File: src/rtl/fft_sched_pkg.sv
// ---------------------------------------------------------------------------
// fft_sched_pkg
//   Shared types and constants for the FFT frame scheduler:
//     state_t              scheduler FSM states (IDLE, STREAM, WAIT_FFT)
//     ch_id_t, CH0, CH1    one-bit channel identifier and its two values
//     DEFAULT_NUM_SAMPLES  default frame length in beats
// ---------------------------------------------------------------------------
package fft_sched_pkg;

    typedef enum logic [1:0] {
        IDLE     = 2'd0,
        STREAM   = 2'd1,
        WAIT_FFT = 2'd2
    } state_t;

    typedef logic ch_id_t;

    localparam ch_id_t CH0 = 1'b0;
    localparam ch_id_t CH1 = 1'b1;

    localparam int DEFAULT_NUM_SAMPLES = 1024;

endpackage

File: src/rtl/fft_frame_scheduler_rr_arbiter2.sv
// ---------------------------------------------------------------------------
// rr_arbiter2
//   Purely combinational two-way round-robin arbiter. A lone request wins
//   outright; on a tie the channel that was NOT served last wins.
//   Ports:
//     req0, req1  in   channel requests
//     last_ch     in   channel served most recently
//     grant       out  one-hot grant (bit N = channel N), 0 when no request
//     grant_id    out  index of the granted channel (CH0 when no request)
// ---------------------------------------------------------------------------
module rr_arbiter2
    import fft_sched_pkg::*;
(
    input  logic       req0,
    input  logic       req1,
    input  ch_id_t     last_ch,
    output logic [1:0] grant,
    output ch_id_t     grant_id
);

    // NOTE: every output gets a default at the top of the block so no path
    // leaves a value unassigned, which would otherwise infer a latch.
    always_comb begin
        grant_id = CH0;
        if (req0 && req1) begin
            grant_id = (last_ch == CH0) ? CH1 : CH0;
        end else if (req1) begin
            grant_id = CH1;
        end

        grant = 2'b00;
        if (req0 || req1) begin
            grant = (grant_id == CH1) ? 2'b10 : 2'b01;
        end
    end

endmodule

File: src/rtl/fft_frame_scheduler.sv
// ---------------------------------------------------------------------------
// fft_frame_scheduler
//   Shares one FFT core's AXI4-Stream input between two first-word-fall-
//   through capture FIFOs. A channel is granted a whole frame of NUM_SAMPLES
//   beats only once that many samples are buffered; ties go round-robin.
//   After the last beat the scheduler waits for the FFT to report frame
//   completion on m_axis_data_tlast before granting again.
//
//   Build option: define SCHED_TIMEOUT_EN to add a WAIT_FFT watchdog that
//   returns to IDLE after TIMEOUT_CYCLES and sets the sticky timeout_err.
//
//   Ports:
//     clk, rst                 clock, synchronous active-high reset
//     chN_dout/empty/count     FIFO read data, empty flag, fill level
//     chN_rd_en                FIFO pop (one per accepted beat)
//     s_axis_t*                FFT input stream; tuser carries channel id
//     m_axis_data_tlast        FFT output last beat = frame completed
//     busy                     registered, high whenever not in IDLE
//     frame_done, frame_ch     completion pulse and its channel
//     timeout_err              sticky watchdog flag (0 without the option)
// ---------------------------------------------------------------------------
module fft_frame_scheduler
    import fft_sched_pkg::*;
#(
    parameter int DATA_WIDTH     = 16,
    parameter int NUM_SAMPLES    = DEFAULT_NUM_SAMPLES,
    parameter int CNT_WIDTH      = 11,
    parameter int TIMEOUT_CYCLES = 65535
) (
    input  logic                  clk,
    input  logic                  rst,
    input  logic [DATA_WIDTH-1:0] ch0_dout,
    input  logic                  ch0_empty,
    input  logic [CNT_WIDTH-1:0]  ch0_count,
    output logic                  ch0_rd_en,
    input  logic [DATA_WIDTH-1:0] ch1_dout,
    input  logic                  ch1_empty,
    input  logic [CNT_WIDTH-1:0]  ch1_count,
    output logic                  ch1_rd_en,
    input  logic                  s_axis_tready,
    output logic                  s_axis_tvalid,
    output logic [DATA_WIDTH-1:0] s_axis_tdata,
    output logic                  s_axis_tlast,
    output logic                  s_axis_tuser,
    input  logic                  m_axis_data_tlast,
    output logic                  busy,
    output logic                  frame_done,
    output logic                  frame_ch,
    output logic                  timeout_err
);

    // Counter reaches NUM_SAMPLES after the final beat, so it needs one
    // value more than the beat indices; it is cleared on every grant.
    localparam int                BEAT_W    = $clog2(NUM_SAMPLES + 1);
    localparam logic [BEAT_W-1:0] LAST_BEAT = BEAT_W'(NUM_SAMPLES - 1);

    state_t               state_q, state_d;
    ch_id_t               sel_q, sel_d;
    ch_id_t               last_ch_q, last_ch_d;
    ch_id_t               frame_ch_q, frame_ch_d;
    logic [BEAT_W-1:0]    cnt_q, cnt_d;
    logic                 busy_q, busy_d;
    logic                 frame_done_q, frame_done_d;

    logic                 ch0_req, ch1_req;
    logic [1:0]           grant;
    ch_id_t               grant_id;
    logic                 sel_empty;
    logic [DATA_WIDTH-1:0] sel_dout;
    logic                 handshake;
    logic                 wd_expired;

    // A channel is eligible only once a full frame is buffered, so a granted
    // frame should never underrun.
    assign ch0_req = (32'(ch0_count) >= 32'(NUM_SAMPLES));
    assign ch1_req = (32'(ch1_count) >= 32'(NUM_SAMPLES));

    rr_arbiter2 u_arb (
        .req0     (ch0_req),
        .req1     (ch1_req),
        .last_ch  (last_ch_q),
        .grant    (grant),
        .grant_id (grant_id)
    );

    assign sel_empty = (sel_q == CH1) ? ch1_empty : ch0_empty;
    assign sel_dout  = (sel_q == CH1) ? ch1_dout  : ch0_dout;
    assign handshake = (state_q == STREAM) && !sel_empty && s_axis_tready;

    // ------------------------------------------------------------------
    // State register
    // ------------------------------------------------------------------
    // NOTE: sequential state uses non-blocking assignments so every flop
    // samples its _d value from the same clock edge, independent of order.
    always_ff @(posedge clk) begin
        if (rst) begin
            state_q      <= IDLE;
            sel_q        <= CH0;
            last_ch_q    <= CH1;   // channel 0 wins the first tie
            cnt_q        <= '0;
            busy_q       <= 1'b0;
            frame_done_q <= 1'b0;
            frame_ch_q   <= CH0;
        end else begin
            state_q      <= state_d;
            sel_q        <= sel_d;
            last_ch_q    <= last_ch_d;
            cnt_q        <= cnt_d;
            busy_q       <= busy_d;
            frame_done_q <= frame_done_d;
            frame_ch_q   <= frame_ch_d;
        end
    end

    // ------------------------------------------------------------------
    // Next-state logic
    // ------------------------------------------------------------------
    always_comb begin
        state_d      = state_q;
        sel_d        = sel_q;
        last_ch_d    = last_ch_q;
        cnt_d        = cnt_q;
        frame_ch_d   = frame_ch_q;
        frame_done_d = 1'b0;

        unique case (state_q)
            IDLE: begin
                if (|grant) begin
                    state_d = STREAM;
                    sel_d   = grant_id;
                    cnt_d   = '0;
                end
            end
            STREAM: begin
                if (handshake) begin
                    cnt_d = cnt_q + BEAT_W'(1);
                    if (cnt_q == LAST_BEAT) begin
                        state_d = WAIT_FFT;
                    end
                end
            end
            WAIT_FFT: begin
                if (m_axis_data_tlast) begin
                    state_d      = IDLE;
                    frame_done_d = 1'b1;
                    frame_ch_d   = sel_q;
                    last_ch_d    = sel_q;
                end else if (wd_expired) begin
                    // Abandon the frame silently; the other channel gets
                    // priority next time.
                    state_d   = IDLE;
                    last_ch_d = sel_q;
                end
            end
            default: begin
                state_d = IDLE;
            end
        endcase

        // Registered busy tracks the state register exactly.
        busy_d = (state_d != IDLE);
    end

    // ------------------------------------------------------------------
    // Output logic: the stream is a combinational pass-through of the
    // selected FIFO head while in STREAM, and quiet otherwise.
    // ------------------------------------------------------------------
    always_comb begin
        s_axis_tvalid = 1'b0;
        s_axis_tdata  = '0;
        s_axis_tlast  = 1'b0;
        s_axis_tuser  = CH0;
        ch0_rd_en     = 1'b0;
        ch1_rd_en     = 1'b0;

        if (state_q == STREAM) begin
            s_axis_tvalid = !sel_empty;
            s_axis_tdata  = sel_dout;
            s_axis_tuser  = sel_q;
            s_axis_tlast  = !sel_empty && (cnt_q == LAST_BEAT);
            ch0_rd_en     = handshake && (sel_q == CH0);
            ch1_rd_en     = handshake && (sel_q == CH1);
        end
    end

    assign busy       = busy_q;
    assign frame_done = frame_done_q;
    assign frame_ch   = frame_ch_q;

    // ------------------------------------------------------------------
    // Optional WAIT_FFT watchdog
    // ------------------------------------------------------------------
`ifdef SCHED_TIMEOUT_EN
    localparam int            WD_W    = $clog2(TIMEOUT_CYCLES + 1);
    localparam logic [WD_W-1:0] WD_LAST = WD_W'(TIMEOUT_CYCLES - 1);

    logic [WD_W-1:0] wd_cnt_q, wd_cnt_d;
    logic            timeout_err_q, timeout_err_d;

    // Counter value N means this is the (N+1)-th cycle spent in WAIT_FFT.
    assign wd_expired = (state_q == WAIT_FFT) && (wd_cnt_q == WD_LAST);

    always_comb begin
        wd_cnt_d = '0;
        if (state_q == WAIT_FFT) begin
            wd_cnt_d = wd_cnt_q + WD_W'(1);
        end
        // A completion arriving on the expiry cycle wins over the timeout.
        timeout_err_d = timeout_err_q || (wd_expired && !m_axis_data_tlast);
    end

    always_ff @(posedge clk) begin
        if (rst) begin
            wd_cnt_q      <= '0;
            timeout_err_q <= 1'b0;
        end else begin
            wd_cnt_q      <= wd_cnt_d;
            timeout_err_q <= timeout_err_d;
        end
    end

    assign timeout_err = timeout_err_q;
`else
    logic unused_timeout_cfg;
    assign unused_timeout_cfg = ^TIMEOUT_CYCLES;

    assign wd_expired  = 1'b0;
    assign timeout_err = 1'b0;
`endif

endmodule

File: config.mk
export PLATFORM = sky130hd
export DESIGN_NAME = fft_frame_scheduler
export DESIGN_NICKNAME = d
export VERILOG_FILES = /design/src/rtl/fft_sched_pkg.sv /design/src/rtl/fft_frame_scheduler_rr_arbiter2.sv /design/src/rtl/fft_frame_scheduler.sv
export SDC_FILE = /design/constraint.sdc
export NUM_CORES = 1
export LEC_CHECK = 0
export CAP_MARGIN = 40
export CORE_UTILIZATION = 31
export CTS_CLUSTER_SIZE = 25
export DETAILED_ROUTE_END_ITERATION = 10
export PLACE_DENSITY = 0.8
export SYNTH_ARGS = -nofsm -noshare
export SYNTH_HDL_FRONTEND = slang
export SYNTH_HIERARCHICAL = 1
export SYNTH_SLANG_ARGS = --single-unit
File: constraint.sdc
create_clock -name clk -period 1.5 [get_ports clk]
set_clock_uncertainty 0.05 [all_clocks]
set_input_delay 0.15 -clock clk [delete_from_list [all_inputs] [get_ports clk]]
set_output_delay 0.15 -clock clk [all_outputs]
set_load 0.01 [all_outputs]
==> flow_summary.yaml, run 1 <==
floorplan:
  initial_core_util_pct: 32.54
  die_h_microns: 63.99
  core_area_sq_um: 3661
  die_w_microns: 63.99
  die_area_sq_um: 4094
  pin_count: 85
  rows: 22
synth:
  synth-simple-area-share_pct: 28.68
  syn_inst: 144
  synth-edff-count: 0
  synth_area_leaders: "dfxtp_1, mux2i_1, nor2_1"
  synth_cell_types: 37
  synth_area_sq_um: 1191
  synth_compound_area_share_pct: 17.12
  avgSynthCellArea_sq_um: 8.272
  ys_dominant_reg_cell: "dfxtp_1"
  synth_xor_area_share_pct: 1.471
  synth.area.mux_share_pct: 15.34
  yosysWarnings: 6
  synth_area_leader_cell: "dfxtp_1"
  synth.yosys.seq_area_share_pct: 30.25
  synthArstFlopShare_pct: 0
  synth_top_family_by_area: "simple AND/OR/NAND/NOR gates"
  yosys_register_bits: 18
  synth_top_area_share_pct: 30.25
  synthesis.nets: 205
  synth_fa_ha_area_share_pct: 1.050
cells_and_area:
  final_cells: 291
  antenna_cells: 0
  drive_above_1_share_pct: 44.44
  fillers: 282
  area_growth_pct: 101.5
  finalNetCount: 306
  multi_input_area_sq_um: 914.6
  layout_common_cells: "clkdlybuf4s50_1, buf_4, nor2_1"
  regArea_sq_um: 367.9
  final_common_cell: "clkdlybuf4s50_1"
  final_area_sq_um: 2400
  post-route-util_pct: 65.55
placed_design:
  gp_congestion: 0.7516
  port_buffers: 63
  dp_slack_ps: -420.5
  dp_hpwl_microns: 2575
  dp_cells: 272
  placed_area_sq_um: 2044
worst_setup_path:
  worstPathCellList: "mux2i_4 > buf_6 > a32oi_4 > or4_1 > a21oi_2"
  cp_num_buf_inv: 1
  cp-start-kind: "flip-flop"
  slowest_stage: "or4_1"
  crit_arrival_ps: 1850
  cp_max_fo: 6
  worstPathRequired_ps: 1640
  worst_setup_path_end_kind: "flip-flop"
  critPathTopFamily: "simple AND/OR/NAND/NOR gates"
  worstSetupPathType: "reg2reg"
  cpPeakStageDelay_ps: 530
clocking:
  cts-root-buf: "clkbuf_8"
  cts_buffers: 3
  clockBufferDepth: 2
  path_clk_slew_ps: 70
  cts_max_level: 1
  cts_num_sinks: 18
  cts_tree: "done"
  clock_latency_ps: 260
global_route:
  grt_first_pass_wirelength_microns: 6382
  grt_max_degree: 18
  use_met2_pct: 36.84
  top_usage_layer: "met2"
  met3_usage_pct: 4.821
  antenna_found_initial: 0
  grt_pass1_vias: 1349
  grt_overflow_total: 0
  met1_usage_pct: 22.84
  track_usage_pct: 20.16
route:
  dr.pass1.iters: 4
  drc: 0
  wl_microns: 4331
  vias: 1420
  dr.first_iter.drc_count: 23
  vias_per_cell: 4.880
  drtAntennaViolNets: 0
  wl_per_cell_microns: 14.88
power:
  p_per_area_nw_per_um2: 545.8
  power_leakage_nw: 0.9407
  fin_total_pwr_mw: 1.310
  ir_worst_vdd_uv: 397.8
timing:
  setup_violations: 20
  period_needed_ps: 1707
  slew_viol_final: 0
  rsz0062_at_grt: "yes"
  max_freq_mhz: 585.8
  final-hold-violation-count: 0
  worst_slack_ps: -207.0
  fin_crit_sh_pct: 113.8
outcome:
  violations: "negative setup slack"
  outcome: "complete, but fails checks"
job:
  cap_violations: 0
hold_path:
  hold_class: "in2reg"
[path summary, 6_finish.rpt]
check,start,slack (ps),cells past startpoint,end
min,ch0_count[10],370,4,sel_q$_SDFFE_PP0P_
max,sel_q$_SDFFE_PP0P_,-210,5,cnt_q[7]$_SDFFE_PP0P_
max reg2reg,sel_q$_SDFFE_PP0P_,-210,5,cnt_q[7]$_SDFFE_PP0P_
min reg2reg,frame_ch$_SDFFE_PP0P_,430,2,frame_ch$_SDFFE_PP0P_
[Yosys cell counts (all sizes together) (2+ instances only)]
master	n
and2	3
dfxtp	18
nand2	11
a32oi	2
buf	4
a21oi	13
nor2	21
or4	4
o21ai	4
nand4	2
nand3b	2
nand3	4
mux2i	17
o31ai	5
clkbuf	6
inv	3
a21boi	3
or2	2
nand2b	3
or3	5
[worst register-to-register path: stages, from the launching register on]
cell     delay, ps
dfxtp_4        370
mux2i_4        260
buf_6          140
a32oi_4        140
or4_1          530
a21oi_2        160
[stage by stage]
step                      hold slack [ps]  setup TNS [ps]
after floorplan                     275.2          -238.8
after global placement              395.6           -7503
after detailed placement            396.6           -8490
after CTS                           338.5           -1846
after global routing                388.5           -3448
final                               373.5           -1814
[area by class of cell]
cell class | count | share of cell area [%]
clock buffer | 3 | 1.721
inverter | 3 | 0.4692
multi-input combinational | 113 | 38.11
sequential | 18 | 15.33
tap | 48 | 2.503
timing repair buffer | 106 | 41.87
[timing repair]
item / in CTS / in global routing
setup buffers: 13 / 2
hold buffers: 0 / 0
gates cloned: 3 / 0
setup endpoints to repair: 32 / 34
endpoints found under the hold margin: 0 / 0
resized for setup: 113 / 36
pin swaps: 16 / 17
[sequential cells by signal (all words and copies together), names as in the netlist]
register	flops
cnt_q	11
state_q	2
busy	1
frame_ch	1
frame_done	1
last_ch_q	1
sel_q	1
[logic make-up after synthesis]
family / Yosys count
multiplexers: 17
buffers and inverters: 13
XOR/XNOR: 2
other: 1
flip-flops: 18
AO/OA/AOI/OAI: 29
adder cells (fa/ha/maj): 1
AND/OR/NAND/NOR: 63
[where the power goes]
group	leakage, nW	switching (mW)	internal, mW
combinational	0.772	0.195	0.285
clock	0.0216	0.161	0.179
sequential	0.147	0.00542	0.485
[metal layers]
layer	share of wire, %	wire, microns	up-vias
met5	0	0	-
met4	1.8	80	0
met3	4.9	212	10
met2	55	2378	39
met1	38	1659	658
li1	-	-	713
(Power assumes the default switching activity.)
==> run 2, diff against run 1 <==
--- a/config.mk
+++ b/config.mk
@@ -5,7 +5,7 @@
 export SDC_FILE = /design/constraint.sdc
 export NUM_CORES = 1
 export LEC_CHECK = 0
-export CAP_MARGIN = 40
+export CAP_MARGIN = 20
 export CORE_UTILIZATION = 31
 export CTS_CLUSTER_SIZE = 25
 export DETAILED_ROUTE_END_ITERATION = 10
==> results of run 2 <==
The final DEF is identical to that of run 1; final timing and power are the same.
==> run 3, diff against run 2 <==
--- a/config.mk
+++ b/config.mk
@@ -6,10 +6,12 @@
 export NUM_CORES = 1
 export LEC_CHECK = 0
 export CAP_MARGIN = 20
-export CORE_UTILIZATION = 31
+export CORE_UTILIZATION = 55
 export CTS_CLUSTER_SIZE = 25
 export DETAILED_ROUTE_END_ITERATION = 10
-export PLACE_DENSITY = 0.8
+export DONT_BUFFER_PORTS = 1
+export GPL_TIMING_DRIVEN = 0
+export PLACE_DENSITY = 0.77
 export SYNTH_ARGS = -nofsm -noshare
 export SYNTH_HDL_FRONTEND = slang
 export SYNTH_HIERARCHICAL = 1
==> flow_summary.yaml, run 3 (synthesis results as in run 1) <==
worst_setup_path:
  crit_arrival_ps: 1910
  slowest_stage: "or4_1"
  cp_max_fo: 6
  worstPathCellList: "mux2i_4 > a32oi_4 > or4_1 > a21oi_1"
  cp-start-kind: "flip-flop"
  timing.rr.start: "sel_q$_SDFFE_PP0P_"
  worstSetupPathType: "reg2reg"
  worstPathRequired_ps: 1670
  critPathTopFamily: "simple AND/OR/NAND/NOR gates"
  cpPeakStageDelay_ps: 520
  cp_num_buf_inv: 0
  crit_path_start: "sel_q$_SDFFE_PP0P_"
  worst_setup_path_end_kind: "flip-flop"
placed_design:
  gp_congestion: 0.7719
  dp_hpwl_microns: 1974
  placed_area_sq_um: 1230
  port_buffers: 0
clocking:
  cts_buffers: 3
  clockBufferDepth: 2
  cts_max_level: 1
  cts_tree: "done"
  cts-root-buf: "clkbuf_4"
  clock_latency_ps: 290
  path_clk_slew_ps: 100
  cts_num_sinks: 18
timing:
  fin_crit_sh_pct: 116.0
  final-hold-violation-count: 1
  slew_viol_final: 0
  worst_hold_slack_ps: -10.24
  max_freq_mhz: 574.5
  rsz0062_at_grt: "yes"
  setup_violations: 22
  period_needed_ps: 1741
  worst_slack_ps: -240.5
hold_path:
  hold_class: "in2reg"
  min_from: "m_axis_data_tlast"
route:
  vias_per_cell: 6.266
  vias: 1153
  wl_per_cell_microns: 18.33
  drc: 0
  dr.pass1.iters: 4
  drtAntennaViolNets: 0
  wl_microns: 3372
  dr.first_iter.drc_count: 20
outcome:
  outcome: "complete, but fails checks"
  violations: "negative hold slack, negative setup slack"
cells_and_area:
  largest_register_ffs: 11
  area_growth_pct: 35.40
  finalNetCount: 220
  regMostFlops: "cnt_q"
  antenna_cells: 0
  final_common_cell: "mux2i_1"
  post-route-util_pct: 80.56
  biggestRegsByFlops: "cnt_q (11), state_q (2)"
  drive_above_1_share_pct: 43.31
  final_area_sq_um: 1613
  layout_common_cells: "mux2i_1, nand2_1"
floorplan:
  die_area_sq_um: 2356
  pin_count: 85
  rows: 16
  initial_core_util_pct: 59.50
  die_w_microns: 48.54
  die_h_microns: 48.54
  core_area_sq_um: 2002
global_route:
  grt_overflow_total: 0
  antenna_found_initial: 0
  grt_first_pass_wirelength_microns: 4305
  grt_pass1_vias: 997
  track_usage_pct: 23.54
  grt_max_degree: 11
power:
  p_per_area_nw_per_um2: 622.8
  fin_total_pwr_mw: 1.004
  ir_worst_vdd_uv: 590.8
  power_leakage_nw: 0.5143
job:
  cap_violations: 0
==> run 3: cell types whose count changed in the layout (fill, tap and decap cells not counted), sizes merged <==
cell,delta
buf,-50
clkdlybuf4s50,-40
clkbuf,+4
dlygate4sd2,-2
a32oi,+1
dlygate4sd3,+1
==> run 3: area by class of cell <==
| type | count | area [sq um] |
|---|---|---|
| plain buffers | 8 | 77.57 |
| repair buffers | 11 | 110.1 |
| flip-flops and latches | 18 | 386.6 |
| clock buffers | 3 | 22.52 |
| well taps | 27 | 33.78 |
| multi-input cells | 114 | 970.9 |
| inverters | 3 | 11.26 |
| fillers | 120 | 389.1 |
==> run 3: power breakdown <==
part / switching, mW / leakage (nW) / internal (mW)
combinational: 0.155 / 0.350 / 0.123
sequential: 0.0127 / 0.151 / 0.478
clock: 0.143 / 0.0138 / 0.0935
==> run 3: final timing paths <==
path                                 end  slack, ps  cells past startpoint
setup reg to reg   cnt_q[9]$_SDFFE_PP0P_       -240                      4
hold reg to reg   last_ch_q$_SDFFE_PP1P_        450                      2
setup / recovery   cnt_q[9]$_SDFFE_PP0P_       -240                      4
hold / removal     frame_done$_SDFF_PP0_        -10                      2
==> run 3: worst reg2reg max path, stage by stage, from the launching register on <==
cell,delay [ps]
dfxtp_4,380
mux2i_4,370
a32oi_4,190
or4_1,520
a21oi_1,160
==> run 3: what timing repair did <==
item,CTS,global route
setup buffers,4,5
gates cloned,0,2
endpoints found under the hold margin,1,0
pin swaps,6,16
setup endpoints to repair,31,32
gates resized for setup,26,52
hold buffers,1,0
==> run 3: metal layers <==
layer  wire [microns]  GRT usage, %  vias to the layer above
met5                0             0                        -
met4               95         7.353                        0
met3              153         6.289                       13
met2             1814         44.37                       54
met1             1309         25.29                      539
li1                 -             -                      547
==> run 3: metrics by stage <==
step	setup TNS, ps	setup slack [ps]	cells
final	-1871	-240.5	184
after global routing	-3124	-263.0	184
after floorplan	-238.8	-67.90	144
after detailed placement	-1636	-196.5	171
after global placement	-964.6	-167.8	171
after CTS	-2385	-170.6	177
